**src/rtl/riscv_pipe_pkg.sv**
```systemverilog
// riscv_pipe_pkg
//   Constants shared by the in-order pipeline: register-file addressing,
//   the result latency range tracked by the issue scoreboard, and the
//   per-unit latencies that decode presents on issue_lat.
package riscv_pipe_pkg;

   localparam int REG_ADDR_W = 5;
   localparam int MAX_LAT    = 4;
   localparam int LAT_W      = $clog2(MAX_LAT + 1);

   typedef logic [LAT_W-1:0] lat_t;

   // Cycles until a result can be forwarded from MEM.
   localparam lat_t LAT_ALU  = lat_t'(0);
   localparam lat_t LAT_LOAD = lat_t'(1);
   localparam lat_t LAT_MUL  = lat_t'(3);

endpackage

```
**src/rtl/sb_lat_counter.sv**
```systemverilog
// sb_lat_counter
//   One scoreboard entry: a down-counter holding the number of cycles
//   before the pending result for one register becomes forwardable.
//   A load takes priority over the per-cycle decrement; the count
//   stops at zero.
//
// Ports
//   clk       in   pipeline clock
//   rst_n     in   asynchronous active-low reset
//   load      in   load load_val this cycle
//   load_val  in   LAT_W  already-clamped latency
//   cnt       out  LAT_W  current remaining latency
//   busy      out  cnt is nonzero
module sb_lat_counter #(
   parameter int LAT_W = riscv_pipe_pkg::LAT_W
) (
   input  logic             clk,
   input  logic             rst_n,
   input  logic             load,
   input  logic [LAT_W-1:0] load_val,
   output logic [LAT_W-1:0] cnt,
   output logic             busy
);

   logic [LAT_W-1:0] cnt_q;
   logic [LAT_W-1:0] cnt_d;

   always_comb begin
      cnt_d = cnt_q;
      if (load) begin
         cnt_d = load_val;
      end else if (cnt_q != '0) begin
         cnt_d = cnt_q - LAT_W'(1);
      end
   end

   always_ff @(posedge clk or negedge rst_n) begin
      if (!rst_n) begin
         cnt_q <= '0;
      end else begin
         cnt_q <= cnt_d;
      end
   end

   assign cnt  = cnt_q;
   assign busy = (cnt_q != '0);

endmodule

```
**src/rtl/reg_scoreboard.sv**
```systemverilog
// reg_scoreboard
//   Issue-side scoreboard for the in-order pipeline. Tracks, per
//   destination register, how many cycles remain before its result can
//   be forwarded, and stalls ID while any used source (or, optionally,
//   an older longer-latency write to the same rd) is still pending.
//
// Build option
//   SCOREBOARD_WAW_CHECK_EN  when defined, an issue whose rd still has a
//                            pending write that would complete after the
//                            new one is stalled (WAW hazard).
//
// Ports
//   clk             in   pipeline clock
//   rst_n           in   asynchronous active-low reset
//   issue_valid     in   valid instruction in ID
//   issue_regwrite  in   instruction writes rd
//   issue_rd        in   REG_ADDR_W  destination register
//   issue_lat       in   LAT_W       result latency (clamped to MAX_LAT)
//   rs1, rs2        in   REG_ADDR_W  source registers
//   rs1_used        in   rs1 is read
//   rs2_used        in   rs2 is read
//   flush           in   ID instruction squashed this cycle
//   stall           out  hold IF/ID, bubble into ID/EX
//   busy_vec        out  2^REG_ADDR_W  per-register pending flags
//   stall_count     out  CNT_W  saturating count of stalled cycles
module reg_scoreboard #(
   parameter int REG_ADDR_W = riscv_pipe_pkg::REG_ADDR_W,
   parameter int MAX_LAT    = riscv_pipe_pkg::MAX_LAT,
   parameter int LAT_W      = $clog2(MAX_LAT + 1),
   parameter int CNT_W      = 16
) (
   input  logic                       clk,
   input  logic                       rst_n,
   input  logic                       issue_valid,
   input  logic                       issue_regwrite,
   input  logic [REG_ADDR_W-1:0]      issue_rd,
   input  logic [LAT_W-1:0]           issue_lat,
   input  logic [REG_ADDR_W-1:0]      rs1,
   input  logic [REG_ADDR_W-1:0]      rs2,
   input  logic                       rs1_used,
   input  logic                       rs2_used,
   input  logic                       flush,
   output logic                       stall,
   output logic [(1<<REG_ADDR_W)-1:0] busy_vec,
   output logic [CNT_W-1:0]           stall_count
);

   import riscv_pipe_pkg::*;

   localparam int NREG = 1 << REG_ADDR_W;

   function automatic logic [LAT_W-1:0] clamp_lat(input logic [LAT_W-1:0] lat);
      if (lat > LAT_W'(MAX_LAT)) begin
         return LAT_W'(MAX_LAT);
      end
      return lat;
   endfunction

   logic [NREG-1:0][LAT_W-1:0] ent_cnt;
   logic [LAT_W-1:0]           lat_clamped;
   logic                       rs1_haz;
   logic                       rs2_haz;
   logic                       waw_haz;
   logic                       issue_ok;
   logic [CNT_W-1:0]           stall_count_q;
   logic [CNT_W-1:0]           stall_count_d;

   assign lat_clamped = clamp_lat(issue_lat);

   // x0 is hardwired: its entry always reads as available.
   assign ent_cnt[0]  = '0;
   assign busy_vec[0] = 1'b0;

   assign rs1_haz = rs1_used && (rs1 != '0) && (ent_cnt[rs1] != '0);
   assign rs2_haz = rs2_used && (rs2 != '0) && (ent_cnt[rs2] != '0);

`ifdef SCOREBOARD_WAW_CHECK_EN
   // Hold the younger write until the older one can no longer land after it.
   assign waw_haz = issue_regwrite && (issue_rd != '0) &&
                    (ent_cnt[issue_rd] > lat_clamped);
`else
   assign waw_haz = 1'b0;
`endif

   // A squashed instruction never stalls and never claims its rd.
   assign stall    = issue_valid && !flush && (rs1_haz || rs2_haz || waw_haz);
   assign issue_ok = issue_valid && !flush && !stall;

   for (genvar i = 1; i < NREG; i++) begin : g_entry
      sb_lat_counter #(
         .LAT_W (LAT_W)
      ) u_cnt (
         .clk      (clk),
         .rst_n    (rst_n),
         .load     (issue_ok && issue_regwrite && (issue_rd == REG_ADDR_W'(i))),
         .load_val (lat_clamped),
         .cnt      (ent_cnt[i]),
         .busy     (busy_vec[i])
      );
   end

   always_comb begin
      stall_count_d = stall_count_q;
      if (stall && !(&stall_count_q)) begin
         stall_count_d = stall_count_q + CNT_W'(1);
      end
   end

   always_ff @(posedge clk or negedge rst_n) begin
      if (!rst_n) begin
         stall_count_q <= '0;
      end else begin
         stall_count_q <= stall_count_d;
      end
   end

   assign stall_count = stall_count_q;

endmodule
```
**config.mk**
```make
export PLATFORM = sky130hd
export DESIGN_NAME = reg_scoreboard
export DESIGN_NICKNAME = d
export VERILOG_FILES = /design/src/rtl/riscv_pipe_pkg.sv /design/src/rtl/sb_lat_counter.sv /design/src/rtl/reg_scoreboard.sv
export SDC_FILE = /design/constraint.sdc
export NUM_CORES = 1
export LEC_CHECK = 0
export CAP_MARGIN = 10
export CORE_MARGIN = 3
export CORE_UTILIZATION = 25
export DETAILED_ROUTE_END_ITERATION = 6
export HOLD_SLACK_MARGIN = 0.05
export RECOVER_POWER = 100
export SYNTH_ARGS = -nofsm -noshare
export SYNTH_HDL_FRONTEND = slang
export SYNTH_SLANG_ARGS = --single-unit
export TNS_END_PERCENT = 20
```
**constraint.sdc**
```tcl
create_clock -name clk -period 2.99 [get_ports clk]
set_clock_uncertainty 0.1 [all_clocks]
set_input_delay 0.299 -clock clk [delete_from_list [all_inputs] [get_ports clk]]
set_output_delay 0.299 -clock clk [all_outputs]
set_load 0.01 [all_outputs]
```
# After elaboration in Yosys (flattened, before gate mapping)
# Index checks and enable logic that the tools add are counted.
[word_totals] out_inout_bits=49 regBits=109 in_bits=25 wordCells=278
[op_classes] addsub=32 n_eq_ne=31 muxes=69 magnitude_cmp=3 reduce_logical=111
[ops] cell="3-bit two-way mux" n=66
[ops] cell="3-bit nonzero test" n=33
[ops] cell="3-bit by 1-bit subtractor with 3-bit output, second input constant" n=31
[ops] cell="5-bit == test, second input constant" n=16
[ops] cell="2-bit nonzero test" n=31
[ops] cell="5-bit by 4-bit == test with 1-bit output, second input constant" n=8
[ops] cell="1-bit logical AND" n=40
[ops] cell="3-bit binary-select mux with 5-bit select" n=2
[ops] cell="5-bit by 3-bit == test with 1-bit output, second input constant" n=4
[ops] cell="16-bit by 1-bit adder with 16-bit output, second input constant" n=1
[ops] cell="16-bit AND reduction" n=1
[ops] cell="5-bit by 6-bit less-than comparator with 1-bit output, second input constant" n=2
[ops] cell="5-bit by 2-bit == test with 1-bit output, second input constant" n=2
[ops] cell="5-bit nonzero test" n=2
[ops] cell="5-bit by 1-bit == test with 1-bit output, second input constant" n=1
[ops] cell="3-bit > comparator, second input constant" n=1
[ops] cell="1-bit logical NOT" n=3
[ops] cell="1-bit logical OR" n=1
[ops] cell="1-bit two-way mux" n=1

# Longest topological paths before layout
[depth] word_depth=11 mapped_depth=11 depth_no_buf=8

# Cells and area by module
# From an unflattened synthesis, not the netlist that was laid out.
[unflattened] cells_unflattened=912 area_unflattened_um2=8256.7
[by_module_without_submodules] module="sb_lat_counter" n_inst=31 cells_each=20 area_each_um2=196.4 seq_area_each_um2=75.1
[by_module_without_submodules] module="reg_scoreboard" n_inst=1 cells_each=292 area_each_um2=2167.1 seq_area_each_um2=400.4

# Worst setup path after synthesis
# No wires, ideal clock.
[synth_path] kind="reg-to-reg" startpoint="reg g_entry[31].u_cnt.cnt_q[1]" endpoint="reg g_entry[22].u_cnt.cnt_q[2]" path_buffers=2 required_time_ps=2765 path_stages_with_launch=11 path_slack_ps=582 setup_time_ps=125 synth_period_minus_slack_ps=2408 arrival_time_ps=2183 path_cell_list="dfrtp_1 > or3b_1 > o311ai_0 > o311a_1 > o2111ai_1 > nand3_1 > o22ai_2 > buf_6 > buf_12 > nor3_4 > mux2_4"
[synth_via] elab_chain_len=11 elab_cells_between_ends=16 classes_between="mux: 5; reduce/logical: 11"
[synth_rtl] item="start: declaration" line="sb_lat_counter.sv:25" rtl="logic [LAT_W-1:0] cnt_q;"
[synth_rtl] item="start signal: assignment" line="sb_lat_counter.sv:41" rtl="cnt_q <= cnt_d;"
[synth_rtl] item="3-bit binary-select mux with 5-bit select, on equally long branches" line="reg_scoreboard.sv:74, reg_scoreboard.sv:75"
[synth_rtl] item="3-bit two-way mux, on equally long branches" line="reg_scoreboard.sv:74, reg_scoreboard.sv:75"
[synth_rtl] item="3-bit nonzero test, on equally long branches" line="reg_scoreboard.sv:74, reg_scoreboard.sv:75"
[synth_rtl] item="1-bit logical AND, on equally long branches" line="reg_scoreboard.sv:74, reg_scoreboard.sv:75"
[synth_rtl] item="1-bit logical OR *" line="reg_scoreboard.sv:86" rtl="assign stall = issue_valid && !flush && (rs1_haz || rs2_haz || waw_haz);"
[synth_rtl] item="1-bit logical AND *" line="reg_scoreboard.sv:86"
[synth_rtl] item="1-bit logical NOT *" line="reg_scoreboard.sv:87" rtl="assign issue_ok = issue_valid && !flush && !stall;"
[synth_rtl] item="1-bit logical AND *" line="reg_scoreboard.sv:87"
[synth_rtl] item="1-bit logical AND * (2 in series)" line="reg_scoreboard.sv:95" rtl=".load (issue_ok && issue_regwrite && (issue_rd == REG_ADDR_W'(i))),"
[synth_rtl] item="3-bit two-way mux / 2-bit nonzero test (equally long branches)"
[synth_rtl] item="end signal: assignment" line="sb_lat_counter.sv:41"
[synth_rtl] item="end: declaration" line="sb_lat_counter.sv:25"
# Mark *: on every way between the ends. The rest lies on a longest branch, timed or not. The select of a mux whose other input is x is not followed.
# A chain may end at the register's enable or synchronous reset.

# Worst setup path in the final report
[layout_path] startpoint="in rs2[1]" endpoint="out stall"
[layout_via] elab_chain_len=6 elab_cells_between_ends=8 classes_between="mux: 2; reduce/logical: 6"
[layout_rtl] item="start: declaration" line="reg_scoreboard.sv:39" rtl="input logic [REG_ADDR_W-1:0] rs2,"
[layout_rtl] item="3-bit binary-select mux with 5-bit select" line="reg_scoreboard.sv:75" rtl="assign rs2_haz = rs2_used && (rs2 != '0) && (ent_cnt[rs2] != '0);"
[layout_rtl] item="3-bit two-way mux (implied by the code)" line="reg_scoreboard.sv:75"
[layout_rtl] item="3-bit nonzero test" line="reg_scoreboard.sv:75"
[layout_rtl] item="1-bit logical AND *" line="reg_scoreboard.sv:75"
[layout_rtl] item="1-bit logical OR *" line="reg_scoreboard.sv:86"
[layout_rtl] item="1-bit logical AND *" line="reg_scoreboard.sv:86"
[layout_rtl] item="end: declaration" line="reg_scoreboard.sv:43" rtl="output logic stall,"
# Marks and branches as above.

==> flow_summary.ini <==
[outcome]
status = finished, violations left
violations = max-capacitance violations, max-slew violations

[grt]
grt_pass1_vias = 6059
grt_pass1_wl_um = 33130
antenna_found_initial = 0
grt_overflow = 0
grtUsageTotal_pct = 12.18
grt_max_degree = 60

[place]
gp_congestion = 0.8263
placed_cell_area_um2 = 9585
port_buffers = 72
dpl_worst_slack_ps = -249.0
hpwl_um = 15620

[flow_run]
maxCapViolCount = 1

[layout]
drive_above_1_share_pct = 16.98
ff_latch_area_um2 = 2728
post-route-util_pct = 30.44
multiInputGateArea_um2 = 4602
syn2layout_area_growth_pct = 19.24
num_antenna_cells = 0
fin_nets = 984
fill_cells = 3297
final_area_um2 = 9679

[logic_synthesis]
synth_cells = 795
synth_seq_area_share_pct = 33.60
synth_seq_cells = 109
synth.avg_cell_area_um2 = 10.21
ys_types = 53
synth_flop_cell = dfrtp_1
synth_warnings = 0
synth_edf_count = 0
synthArstFlopShare_pct = 100.0
synth_area_um2 = 8118
syn_nets = 883

[cts]
htree_levels = 3
numClockSinks = 109
root_buffer = clkbuf_16
cts_tree = done
clk_pin_slew_worst_paths_ps = 80
cts_buffers = 9
insertion_delay_ps = 360
clk_path_buf_depth = 2

[route]
drc = 0
viasPerCell = 4.470
drtIter0Drc = 285
routedWlPerCell_um = 15.30
num_vias = 5972
dr.pass1.iters = 5
ant_nets = 0
postRouteWirelength_um = 20440

[sta]
worstMarginPinSlew_ps = 1630
setup_viol = 0
rsz0062_at_grt = no
relSlewSlack_pct = -8.696
fin_ws_ps = 127.9
fmax_mhz = 349.4
fin_crit_sh_pct = 95.72
tns_ps = 0
report.final.slew_viol_count = 60
hold_viol_final = 0
layout_min_cycle_time_ps = 2862

[worst_hold_path]
min_path_type = reg -> reg

[pwr]
swShare_pct = 40.19
ir_drop_mv = 0.3541
total_leakage_power_nw = 3.969
combinationalPowerShare_pct = 50.8
p_int_mw = 5.172
p_per_area_nw_per_um2 = 893.3
seqPwrFrac_pct = 34.2
p_switching_mw = 3.475
clockPowerShare_pct = 15.0

[floorplanning]
initial_core_util_pct = 25.53
fp-row-count = 65
die_h_um = 186.2
core_um2 = 31800
io_pins = 74
die_w_um = 186.2
die_area_um2 = 34670

[worst_setup_path]
worstSetupStartpointType = primary input
arrival_ps = 2460
crit_required_ps = 2590
critPathKind = in -> out
critPathMaxFanout = 14
end_kind = primary output
what timing repair did:
| item | 4_1_cts | 5_1_grt |
|---|---|---|
| hold endpoints to repair | 56 | 0 |
| setup endpoints to repair | 1 | 16 |
| hold buffers | 1 | 0 |
| buffers inserted | 1 | 0 |
| resized for setup | 3 | 4 |
| pin swaps | 2 | 1 |
through the flow:
step / total power, mW / instances / hold WS (ps)
after floorplan: 6.360 / 795 / -96.59
after global placement: 7.425 / 1318 / 345.6
after detailed placement: 7.568 / 1318 / 349.9
after CTS: 8.931 / 1336 / 407.2
after global routing: 9.556 / 1336 / 429.2
final: 8.647 / 1336 / 395.1
per-layer routing:
metal  up-vias  track usage, %  wire length (um)  share of wire, %
met5         -               0                 0                 0
met2        82           19.93              9710                47
met4         0           3.455               215               1.1
met1      2929           16.12              9514                47
met3        14           2.937              1003               4.9
li1       2947               -                 -                 -
layout by cell type, fill, tap and decap left out, types with 5 or more instances in the layout:
cell type        Yosys  routed
clkbuf_1            10      21
nor4_1              18      18
mux2i_1             65      65
xnor2_1             45      45
dlygate4sd3_1        0      48
dfrtp_1            109     109
ha_1                63      63
mux2_1              10      15
inv_1               66      66
mux4_2               5       5
and3_1               7       7
nand3b_1             5       5
nor3_2              11      25
mux2_2              31      34
nand3_1             15      15
a211oi_1            10      10
buf_4               33      43
clkbuf_16            0       9
nor3_1              24      28
nor2_1              40      40
nand2b_1            37      37
mux2_4              20      12
nand2_1             46      46
a21oi_1              8       8
clkdlybuf4s50_1      0      22
o21ai_0             35      35
nand4_1              7       7
path summary, 6_finish.rpt:
kind                                           from                  endpoint  slack [ps]  cells after the start
min in group asynchronous                     rst_n  g_entry[31].u_cnt.cnt[0]         780                      2
max in group asynchronous                     rst_n  g_entry[28].u_cnt.cnt[2]         630                      3
hold reg to reg                     stall_count[10]           stall_count[10]         400                      1
hold / removal                      stall_count[10]           stall_count[10]         400                      1
setup / recovery                             rs2[1]                     stall         130                     10
setup reg to reg           g_entry[11].u_cnt.cnt[2]  g_entry[27].u_cnt.cnt[0]         140                     10
sequential cells by signal, indices dropped and copies added (netlist names):
| name | count |
|---|---|
| g_entry.u_cnt.cnt | 93 |
| stall_count | 16 |
power by group through the flow:
stage / clock (mW) / combinational [mW] / sequential [mW]
after floorplan: 0 / 3.59 / 2.77
after global placement: 0 / 4.46 / 2.97
after detailed placement: 0 / 4.59 / 2.98
after CTS: 1.34 / 4.64 / 2.95
after global routing: 1.40 / 5.07 / 3.09
final: 1.30 / 4.39 / 2.95
critical path, cell delays in order:
cell and delay, ps:
clkdlybuf4s50_1 440, buf_12 170, buf_4 150, nor4b_1 140
nor4b_1 320, nor2_1 90, a31o_2 240, o22ai_4 180
and2_4 180, clkdlybuf4s15_1 240
final cells by class:
type / instances / area share [%]
multi-input combinational: 563 / 47.54
sequential: 109 / 28.18
timing repair buffer: 146 / 12.81
tap: 435 / 5.623
inverter: 67 / 2.598
clock buffer: 9 / 2.327
clock inverter: 7 / 0.9178
synthesized netlist by cell type, types with 2 or more instances:
master	count	area (um2)
a2111oi_0	2	17.52
a211oi_1	10	75.07
a21oi_1	8	40.04
a31oi_1	4	25.02
and2_1	3	18.77
and3_1	7	43.79
buf_12	2	40.04
buf_2	9	45.04
buf_4	33	247.7
buf_6	2	22.52
clkbuf_1	10	37.54
dfrtp_1	109	2728
ha_1	63	788.3
inv_1	66	247.7
mux2_1	10	112.6
mux2_2	31	349.1
mux2_4	20	300.3
mux2i_1	65	650.6
mux4_2	5	112.6
nand2_1	46	172.7
nand2b_1	37	231.5
nand3_1	15	75.07
nand3b_1	5	37.54
nand4_1	7	43.79
nand4b_1	2	17.52
nor2_1	40	150.1
nor2b_1	2	12.51
nor3_1	24	120.1
nor3_2	11	110.1
nor3_4	20	325.3
nor3b_1	2	15.01
nor4_1	18	112.6
nor4b_1	4	35.03
o2111ai_1	3	26.28
o21ai_0	35	175.2
o311a_1	2	20.02
o311ai_1	2	17.52
o41ai_1	2	17.52
xnor2_1	45	394.1
cells by family (layout without fill, tap and decap cells):
group / after synthesis / after routing / share of synthesized area (%)
and+or+nand+nor: 247 / 247 / 19.11
muxes: 131 / 131 / 18.79
buffers and inverters: 123 / 229 / 7.938
DFF: 109 / 109 / 33.60
AOI/OAI and AO/OA: 76 / 76 / 5.950
adders and majority gates: 63 / 63 / 9.710
xor gates and xnor gates: 45 / 45 / 4.855
other: 1 / 1 / 0.04619
Note: power is estimated with default switching activity, not from simulation.
